## src/rtl/comp_acc_if.sv

```systemverilog
// Val-rdy bundle between the complex multiplier, the accumulator and its consumer.
// Term stream {xr,yr} in, widened complex sum {xs,ys} plus term count out.
interface comp_acc_if #(
   parameter int DWIDTH = 8,
   parameter int GWIDTH = 2
);
   localparam int IWIDTH = 2 * (DWIDTH + 1);
   localparam int OWIDTH = IWIDTH + GWIDTH;

   logic                  in_val;
   logic                  in_rdy;
   logic [2*IWIDTH-1:0]   in_data;
   logic                  in_last;
   logic                  acc_val;
   logic                  acc_rdy;
   logic [2*OWIDTH-1:0]   acc_data;
   logic [GWIDTH:0]       acc_cnt;

   modport master (
      output in_val, in_data, in_last, acc_rdy,
      input  in_rdy, acc_val, acc_data, acc_cnt
   );

   modport slave (
      input  in_val, in_data, in_last, acc_rdy,
      output in_rdy, acc_val, acc_data, acc_cnt
   );
endinterface

```

## src/rtl/comp_acc.sv

```systemverilog
// Complex accumulator: sums up to NACC complex terms per group on both parts,
// then holds the widened sum until the consumer takes it.
module comp_acc #(
   parameter int DWIDTH = 8,
   parameter int NACC   = 4,
   parameter int GWIDTH = 2
) (
   input  logic       clk,
   input  logic       rst_n,
   input  logic       sw_rst,
   comp_acc_if.slave  bus
);
   localparam int IWIDTH = 2 * (DWIDTH + 1);
   localparam int OWIDTH = IWIDTH + GWIDTH;
   localparam int CW     = GWIDTH + 1;

   typedef enum logic {ST_ACC, ST_OUT} state_t;

   state_t              state_q, state_d;
   logic [OWIDTH-1:0]   sum_x_q, sum_x_d, sum_y_q, sum_y_d;
   logic [OWIDTH-1:0]   res_x_q, res_x_d, res_y_q, res_y_d;
   logic [CW-1:0]       cnt_q, cnt_d, res_cnt_q, res_cnt_d;
   logic                in_rdy_q, in_rdy_d, acc_val_q, acc_val_d;

   logic [OWIDTH-1:0]   term_x, term_y, next_x, next_y;
   logic [CW-1:0]       cnt_inc;
   logic                xfer, close;

   always_comb begin
      term_x  = {{GWIDTH{bus.in_data[2*IWIDTH-1]}}, bus.in_data[2*IWIDTH-1:IWIDTH]};
      term_y  = {{GWIDTH{bus.in_data[IWIDTH-1]}},   bus.in_data[IWIDTH-1:0]};
      next_x  = sum_x_q + term_x;
      next_y  = sum_y_q + term_y;
      cnt_inc = cnt_q + CW'(1);
      xfer    = bus.in_val & in_rdy_q;
      // in_last on the NACC-th term folds into the same single close
      close   = xfer & (bus.in_last | (cnt_inc == CW'(NACC)));

      state_d   = state_q;
      sum_x_d   = sum_x_q;
      sum_y_d   = sum_y_q;
      cnt_d     = cnt_q;
      res_x_d   = res_x_q;
      res_y_d   = res_y_q;
      res_cnt_d = res_cnt_q;
      in_rdy_d  = in_rdy_q;
      acc_val_d = acc_val_q;

      if (state_q == ST_ACC) begin
         if (close) begin
            res_x_d   = next_x;
            res_y_d   = next_y;
            res_cnt_d = cnt_inc;
            sum_x_d   = '0;
            sum_y_d   = '0;
            cnt_d     = '0;
            acc_val_d = 1'b1;
            in_rdy_d  = 1'b0;
            state_d   = ST_OUT;
         end else if (xfer) begin
            sum_x_d = next_x;
            sum_y_d = next_y;
            cnt_d   = cnt_inc;
         end
      end else begin
         if (bus.acc_rdy) begin
            acc_val_d = 1'b0;
            in_rdy_d  = 1'b1;
            state_d   = ST_ACC;
         end
      end
   end

   always_ff @(posedge clk) begin
      if (!rst_n || sw_rst) begin
         state_q   <= ST_ACC;
         sum_x_q   <= '0;
         sum_y_q   <= '0;
         cnt_q     <= '0;
         res_x_q   <= '0;
         res_y_q   <= '0;
         res_cnt_q <= '0;
         in_rdy_q  <= 1'b1;
         acc_val_q <= 1'b0;
      end else begin
         state_q   <= state_d;
         sum_x_q   <= sum_x_d;
         sum_y_q   <= sum_y_d;
         cnt_q     <= cnt_d;
         res_x_q   <= res_x_d;
         res_y_q   <= res_y_d;
         res_cnt_q <= res_cnt_d;
         in_rdy_q  <= in_rdy_d;
         acc_val_q <= acc_val_d;
      end
   end

   assign bus.in_rdy   = in_rdy_q;
   assign bus.acc_val  = acc_val_q;
   assign bus.acc_data = {res_x_q, res_y_q};
   assign bus.acc_cnt  = res_cnt_q;
endmodule

```

## src/flat_wrapper.sv

```systemverilog
// flat-port wrapper written by rule: the top's interface ports become plain ports
module comp_acc_flat 
#(
   parameter int DWIDTH = 8,
   parameter int NACC   = 4,
   parameter int GWIDTH = 2
)
  (clk, rst_n, sw_rst, bus_in_val, bus_in_data, bus_in_last, bus_acc_rdy, bus_in_rdy, bus_acc_val, bus_acc_data, bus_acc_cnt);
  comp_acc_if #(.DWIDTH(DWIDTH), .GWIDTH(GWIDTH)) bus_i ();
  input  logic clk;
  input  logic rst_n;
  input  logic sw_rst;
  input wire logic [$bits(bus_i.in_val)-1:0] bus_in_val;
  input wire logic [$bits(bus_i.in_data)-1:0] bus_in_data;
  input wire logic [$bits(bus_i.in_last)-1:0] bus_in_last;
  input wire logic [$bits(bus_i.acc_rdy)-1:0] bus_acc_rdy;
  output wire logic [$bits(bus_i.in_rdy)-1:0] bus_in_rdy;
  output wire logic [$bits(bus_i.acc_val)-1:0] bus_acc_val;
  output wire logic [$bits(bus_i.acc_data)-1:0] bus_acc_data;
  output wire logic [$bits(bus_i.acc_cnt)-1:0] bus_acc_cnt;
  assign bus_i.in_val = bus_in_val;
  assign bus_i.in_data = bus_in_data;
  assign bus_i.in_last = bus_in_last;
  assign bus_i.acc_rdy = bus_acc_rdy;
  assign bus_in_rdy = bus_i.in_rdy;
  assign bus_acc_val = bus_i.acc_val;
  assign bus_acc_data = bus_i.acc_data;
  assign bus_acc_cnt = bus_i.acc_cnt;
  comp_acc #(.DWIDTH(DWIDTH), .NACC(NACC), .GWIDTH(GWIDTH)) u_core (.clk(clk), .rst_n(rst_n), .sw_rst(sw_rst), .bus(bus_i));
endmodule
```

## config.mk

```make
export PLATFORM = sky130hd
export DESIGN_NAME = comp_acc_flat
export DESIGN_NICKNAME = d
export VERILOG_FILES = /design/src/rtl/comp_acc_if.sv /design/src/rtl/comp_acc.sv /design/src/flat_wrapper.sv
export SDC_FILE = /design/constraint.sdc
export NUM_CORES = 1
export LEC_CHECK = 0
export ABC_AREA = 0
export CAP_MARGIN = 40
export CELL_PAD_IN_SITES_DETAIL_PLACEMENT = 1
export CELL_PAD_IN_SITES_GLOBAL_PLACEMENT = 2
export CORE_UTILIZATION = 29
export DETAILED_ROUTE_END_ITERATION = 8
export PLACE_DENSITY = 0.79
export SYNTH_ARGS = -nofsm -noshare
export SYNTH_HDL_FRONTEND = slang
export SYNTH_SLANG_ARGS = --single-unit
```

## constraint.sdc

```tcl
create_clock -name clk -period 2.5 [get_ports clk]
set_input_delay 0.375 -clock clk [delete_from_list [all_inputs] [get_ports clk]]
set_output_delay 0.375 -clock clk [all_outputs]
set_load 0.02 [all_outputs]
```

==> After elaboration in Yosys (flattened, before gate mapping) <==
Index checks and enable logic that the tools add are counted.
{ "word_totals": {"regBits": 89, "in_bits": 42, "out_inout_bits": 45, "word_cells": 40} }
{ "classes": {"addsub": 3, "eq_ne": 2, "n_mux": 15, "bitwise_logic": 4, "n_reduce_logical": 7} }
{ "op_table": {"columns": ["operator", "count"], "rows": [
  ["2-to-1 mux 20 bit", 4],
  ["adder 20 bit", 2],
  ["2-to-1 mux 1 bit", 9],
  ["2-to-1 mux 3 bit", 2],
  ["AND reduction 2 bit", 3],
  ["nonzero test 2 bit", 2],
  ["adder 3 x 1 -> 3 bit (second input constant)", 1],
  ["== test 3 bit (second input constant)", 1],
  ["bitwise AND 1 bit", 2],
  ["!= test 2 bit (second input constant)", 1],
  ["zero test 1 bit", 1],
  ["logical OR 1 bit", 1],
  ["NOT 1 bit", 1],
  ["OR 1 bit", 1]
]} }

==> Depth between registers and ports, before layout <==
{ "logic_depth": {"ltp_word": 6, "mapped_depth": 9, "depth_no_buf": 9} }

==> Least setup slack after synthesis <==
Ideal clock, no wire load.
{ "synth_path": {"path_type": "in2reg", "start": "input port bus_in_data[0]", "end": "register u_core.res_y_q[14]", "setup_time_ns": 0.117, "arrival_ns": 2.514, "t_required_ns": 2.383, "path_slack_ns": -0.131, "path_stages": 9, "path_buffers": 0, "path_cell_list": "ha_1 fa_1 a21o_1 a221oi_1 nor3_1 o311ai_1 nand2_1 xor2_1 a22o_1"} }
{ "synth_via": {"elab_chain_len": 1} }
{ "synth_lines": {"columns": ["element", "line", "rtl"], "rows": [
  ["start: declaration", "flat_wrapper.sv:14", "input wire logic [$bits(bus_i.in_data)-1:0] bus_in_data;"],
  ["adder 20 bit", "comp_acc.sv:33", "next_y = sum_y_q + term_y;"],
  ["end signal: assignment", "comp_acc.sv:91", "res_y_q <= res_y_d;"],
  ["end: declaration", "comp_acc.sv:21", "logic [OWIDTH-1:0] res_x_q, res_x_d, res_y_q, res_y_d;"]
]} }
No other way between the ends.
A chain may end at the register's enable or synchronous reset.

==> Final worst setup path <==
{ "layout_path": {"start": "register u_core.sum_x_q[0]", "end": "register u_core.res_x_q[18]"} }
{ "layout_via": {"elab_chain_len": 1} }
{ "layout_lines": {"columns": ["element", "line", "rtl"], "rows": [
  ["start: declaration", "comp_acc.sv:20", "logic [OWIDTH-1:0] sum_x_q, sum_x_d, sum_y_q, sum_y_d;"],
  ["start signal: assignment", "comp_acc.sv:87", "sum_x_q <= sum_x_d;"],
  ["adder 20 bit", "comp_acc.sv:32", "next_x = sum_x_q + term_x;"],
  ["end signal: assignment", "comp_acc.sv:90", "res_x_q <= res_x_d;"],
  ["end: declaration", "comp_acc.sv:21", null]
]} }
No other way between the ends.

==> flow_summary_export.csv <==
group,metric,value,unit
yosys,synth_cell_types,60,
yosys,synth_edf_count,0,
yosys,synth_area,4980,um2
worst_setup_path,critPathRequiredTime,2750,ps
yosys,synth_ff_type,"dfxtp_1",
detailed_routing,vias,5267,
yosys,synthCells,590,
sta,drv_slew,0,
detailed_routing,antenna_left,0,
clock_network,path_clk_slew,70,ps
grt,grt_pass1_vias,5731,
grt,grt_pass1_wl,29.2,mm
yosys,yosysTopAreaCellShare,35.7,%
detailed_routing,drc,0,
yosys,ys_ff_latch,89,
floorplan,rows,47,
finish,final_nets,885,
yosys,syn_nets,674,
place,place_worst_setup_slack,-718,ps
pwr,netSwitchingPower,0.00105,W
floorplan,die_h,133,um
yosys,synth_common_cells,"89 x dfxtp_1, 80 x nand2_1, 64 x a21oi_1",
sta,fin_ws,-20.0,ps
floorplan,fp.coreArea,16700,um2
worst_setup_path,crit_family,"compound AO/OA/AOI/OAI gates",
worst_setup_path,cp_cell_sequence,"ha_4, fa_2, a21o_1, a221oi_4, o21ai_2, a211o_1, a221oi_2, xnor2_1, a22o_1",
yosys,synth_area_leaders,"dfxtp_1 36%, ha_1 10%, a21oi_1 6.4%, nand2_1 6.0%, a22o_1 4.0%",
floorplan,floorplan.initialDensity,29.8,%
clock_network,clock_latency,360,ps
yosys,yosysTopAreaCell,"dfxtp_1",
sta,max_slew_margin,65.5,%
grt,grt_use_total,20.7,%
finish,fin_cells,1026,
worst_setup_path,cp.arrival,2770,ps
yosys,syn_avg_cell_area,8.45,um2
place,io_buffers,86,
yosys,synth_most_common_cell,"dfxtp_1",
grt,grt_overflow,0,
finish,diodes,0,
worst_hold_path,hold_depth,2,
detailed_routing,vias_per_cell,5.13,
finish,drive_gt1_share,27.4,%
pwr,pwr-share-comb,20.1,%
worst_hold_path,min_to,"u_core.res_x_q[5]",
worst_setup_path,reg2regPathDepth,9,
worst_setup_path,slowest_stage,"a221oi_4",
place,dpl.cell_count,999,
pwr,finalPower,0.00371,W
clock_network,numCtsBuffers,9,
floorplan,fp.dieArea,17700,um2
sta,setup_violations,3,
worst_setup_path,critPathLaunchType,"flop",
pwr,swShare,28.4,%
clock_network,cts_tree,"built",
detailed_routing,dr.pass1.iters,4,
worst_setup_path,end_kind,"flop",
sta,tightest_slew,504,ps
detailed_routing,detail_route.iter0.violations,292,
place,dp_hpwl,13.0,mm
sta,fmax,0.397,GHz
job,max-cap-violations,0,
yosys,async_flop_share,0,%
finish,finalInstanceArea,7800,um2
worst_setup_path,slowest_delay,350,ps
worst_setup_path,worstPathMaxFanout,3,
pwr,p_leak,3.34,nW
run_status,violations,"setup timing",
place,gp_routability_congestion,0.915,
floorplan,die_x,133,um
worst_setup_path,r2r-end,"u_core.res_x_q[18]",
worst_hold_path,hold_path.class,"flop to flop",
yosys,yosysSeqAreaShare,35.7,%
finish,n_fill_cell,1937,
worst_hold_path,worstHoldStart,"u_core.res_x_q[5]",
sta,rsz0062_at_grt,"true",
pwr,p_int,0.00266,W
yosys,yosys_warnings,0,
grt,grt_start_max_net_pins,30,
worst_setup_path,timing_worst_setup_path_type,"flop to flop",
clock_network,cts_sinks,89,
finish,area_growth,56.5,%
pwr,worst_ir_drop_vdd,0.000306,V
floorplan,ios,87,
sta,final.min_clock_period,2520,ps
detailed_routing,route.detailed.wl_per_inst,17.7,um
place,dpl_cell_area,7030,um2
worst_setup_path,path_buf_inv,0,
clock_network,cts_max_path_buffers,2,
detailed_routing,wirelength,18.2,mm
pwr,p_seq_share,40.2,%
finish,multi_input_area,3460,um2
worst_setup_path,rrSetupSlack,-20,ps
pwr,p_clk_share,39.7,%
pwr,power_density,476,nW/um2
worst_setup_path,r2r-start,"u_core.sum_x_q[0]",
sta,finalCritPeriodShare,101,%
clock_network,cts_root_buf,"clkbuf_16",
clock_network,htree_levels,3,
finish,seqCellArea,1790,um2
grt,antenna_found_initial,0,
sta,hold_viol_final,0,
sta,finalClockSkew,7.92,ps
run_status,status,"complete, but fails checks",
==> flip-flops by register name, indices dropped and copies added (netlist names) <==
register and count:
u_core.state_q 1, u_core.bus.acc_cnt 3, u_core.bus.in_rdy 1, u_core.res_x_q 20, u_core.res_y_q 20, u_core.sum_y_q 20, u_core.cnt_q 3, u_core.bus.acc_val 1
u_core.sum_x_q 20
==> kinds of logic after synthesis <==
group / count (synthesis) / synth area share, %
simple gates: 197 / 17.8
mux: 3 / 0.602
buf+inv: 36 / 2.86
flops: 89 / 35.7
fa+ha+maj: 42 / 10.8
compound gates: 196 / 27.2
xor+xnor: 27 / 5.02
==> worst max-delay path by stage <==
| stage | start | slack, ps | endpoint | cells after the start |
|---|---|---|---|---|
| after floorplan | bus_in_data[0] | -5 | u_core.res_y_q[14] | 9 |
| after global placement | bus_in_data[0] | -650 | u_core.sum_y_q[16] | 10 |
| after detailed placement | bus_in_data[0] | -720 | u_core.sum_y_q[16] | 10 |
| after CTS | u_core.sum_x_q[0] | -130 | u_core.res_x_q[18] | 9 |
| after global routing | u_core.sum_x_q[0] | -150 | u_core.res_x_q[18] | 9 |
| final | u_core.sum_x_q[0] | -20 | u_core.res_x_q[18] | 9 |
==> timing repair <==
action                                  CTS  global route
pin swaps                                27            37
hold buffers                              0             0
cloned                                    0             0
buffers inserted                          6             6
resized for setup                        37            47
endpoints found under the setup margin   32            29
==> worst reg2reg max path: cells and delay by family (launching register included) <==
family                   cells  cell delay [ps]
AO/OA/AOI/OAI                6             1450
adder cells (fa/ha/maj)      2              500
flip-flops                   1              340
XOR/XNOR                     1              120
==> final cells by class <==
class                      instances  share of cell area [%]
multi-input combinational        465                    44.3
timing repair buffer             224                    24.6
sequential                        89                    22.9
tap                              220                    3.53
clock buffer                      11                    3.24
clock inverter                     5                   0.786
inverter                          12                   0.577
==> per-layer routing <==
| layer | share of wire (%) | GRT usage [%] | wire, um |
|---|---|---|---|
| met5 | 0 | 0 | 0 |
| met4 | 2.0 | 6.88 | 364 |
| met3 | 3.3 | 2.85 | 605 |
| met2 | 51 | 37.5 | 9240 |
| met1 | 44 | 25.0 | 7970 |
==> power groups by stage <==
stage | combinational (W) | sequential, W | clock [W]
after CTS | 0.000714 | 0.00149 | 0.00150
after floorplan | 0.000330 | 0.00154 | 0
after global placement | 0.000668 | 0.00152 | 0
after global routing | 0.000810 | 0.00150 | 0.00156
final | 0.000745 | 0.00149 | 0.00147
after detailed placement | 0.000691 | 0.00152 | 0
==> cell usage in the layout (no fill, tap or decap), drive strengths merged, types with 14 or more instances in the layout <==
cell type	synthesis	routed
ha	40	40
a22oi	16	16
dfxtp	89	89
a21oi	64	64
a22o	23	23
nor2	52	52
buf	3	138
clkdlybuf4s50	0	74
o21ai	24	24
nand2	80	80
inv	12	14
nor3	15	15
xnor2	15	15
a21o	18	18
==> per-stage QoR <==
step / setup TNS (ps) / util, % / hold WS (ps)
2_1_floorplan: -5.28 / - / 429
3_3_place_gp: -17610 / 42.1 / 443
3_5_place_dp: -20700 / 42.1 / 446
4_1_cts: -351 / 45.1 / 456
5_1_grt: -1240 / 46.7 / 476
6_report: -39.9 / 46.7 / 453
No activity file was read; power rests on OpenSTA's default activity.
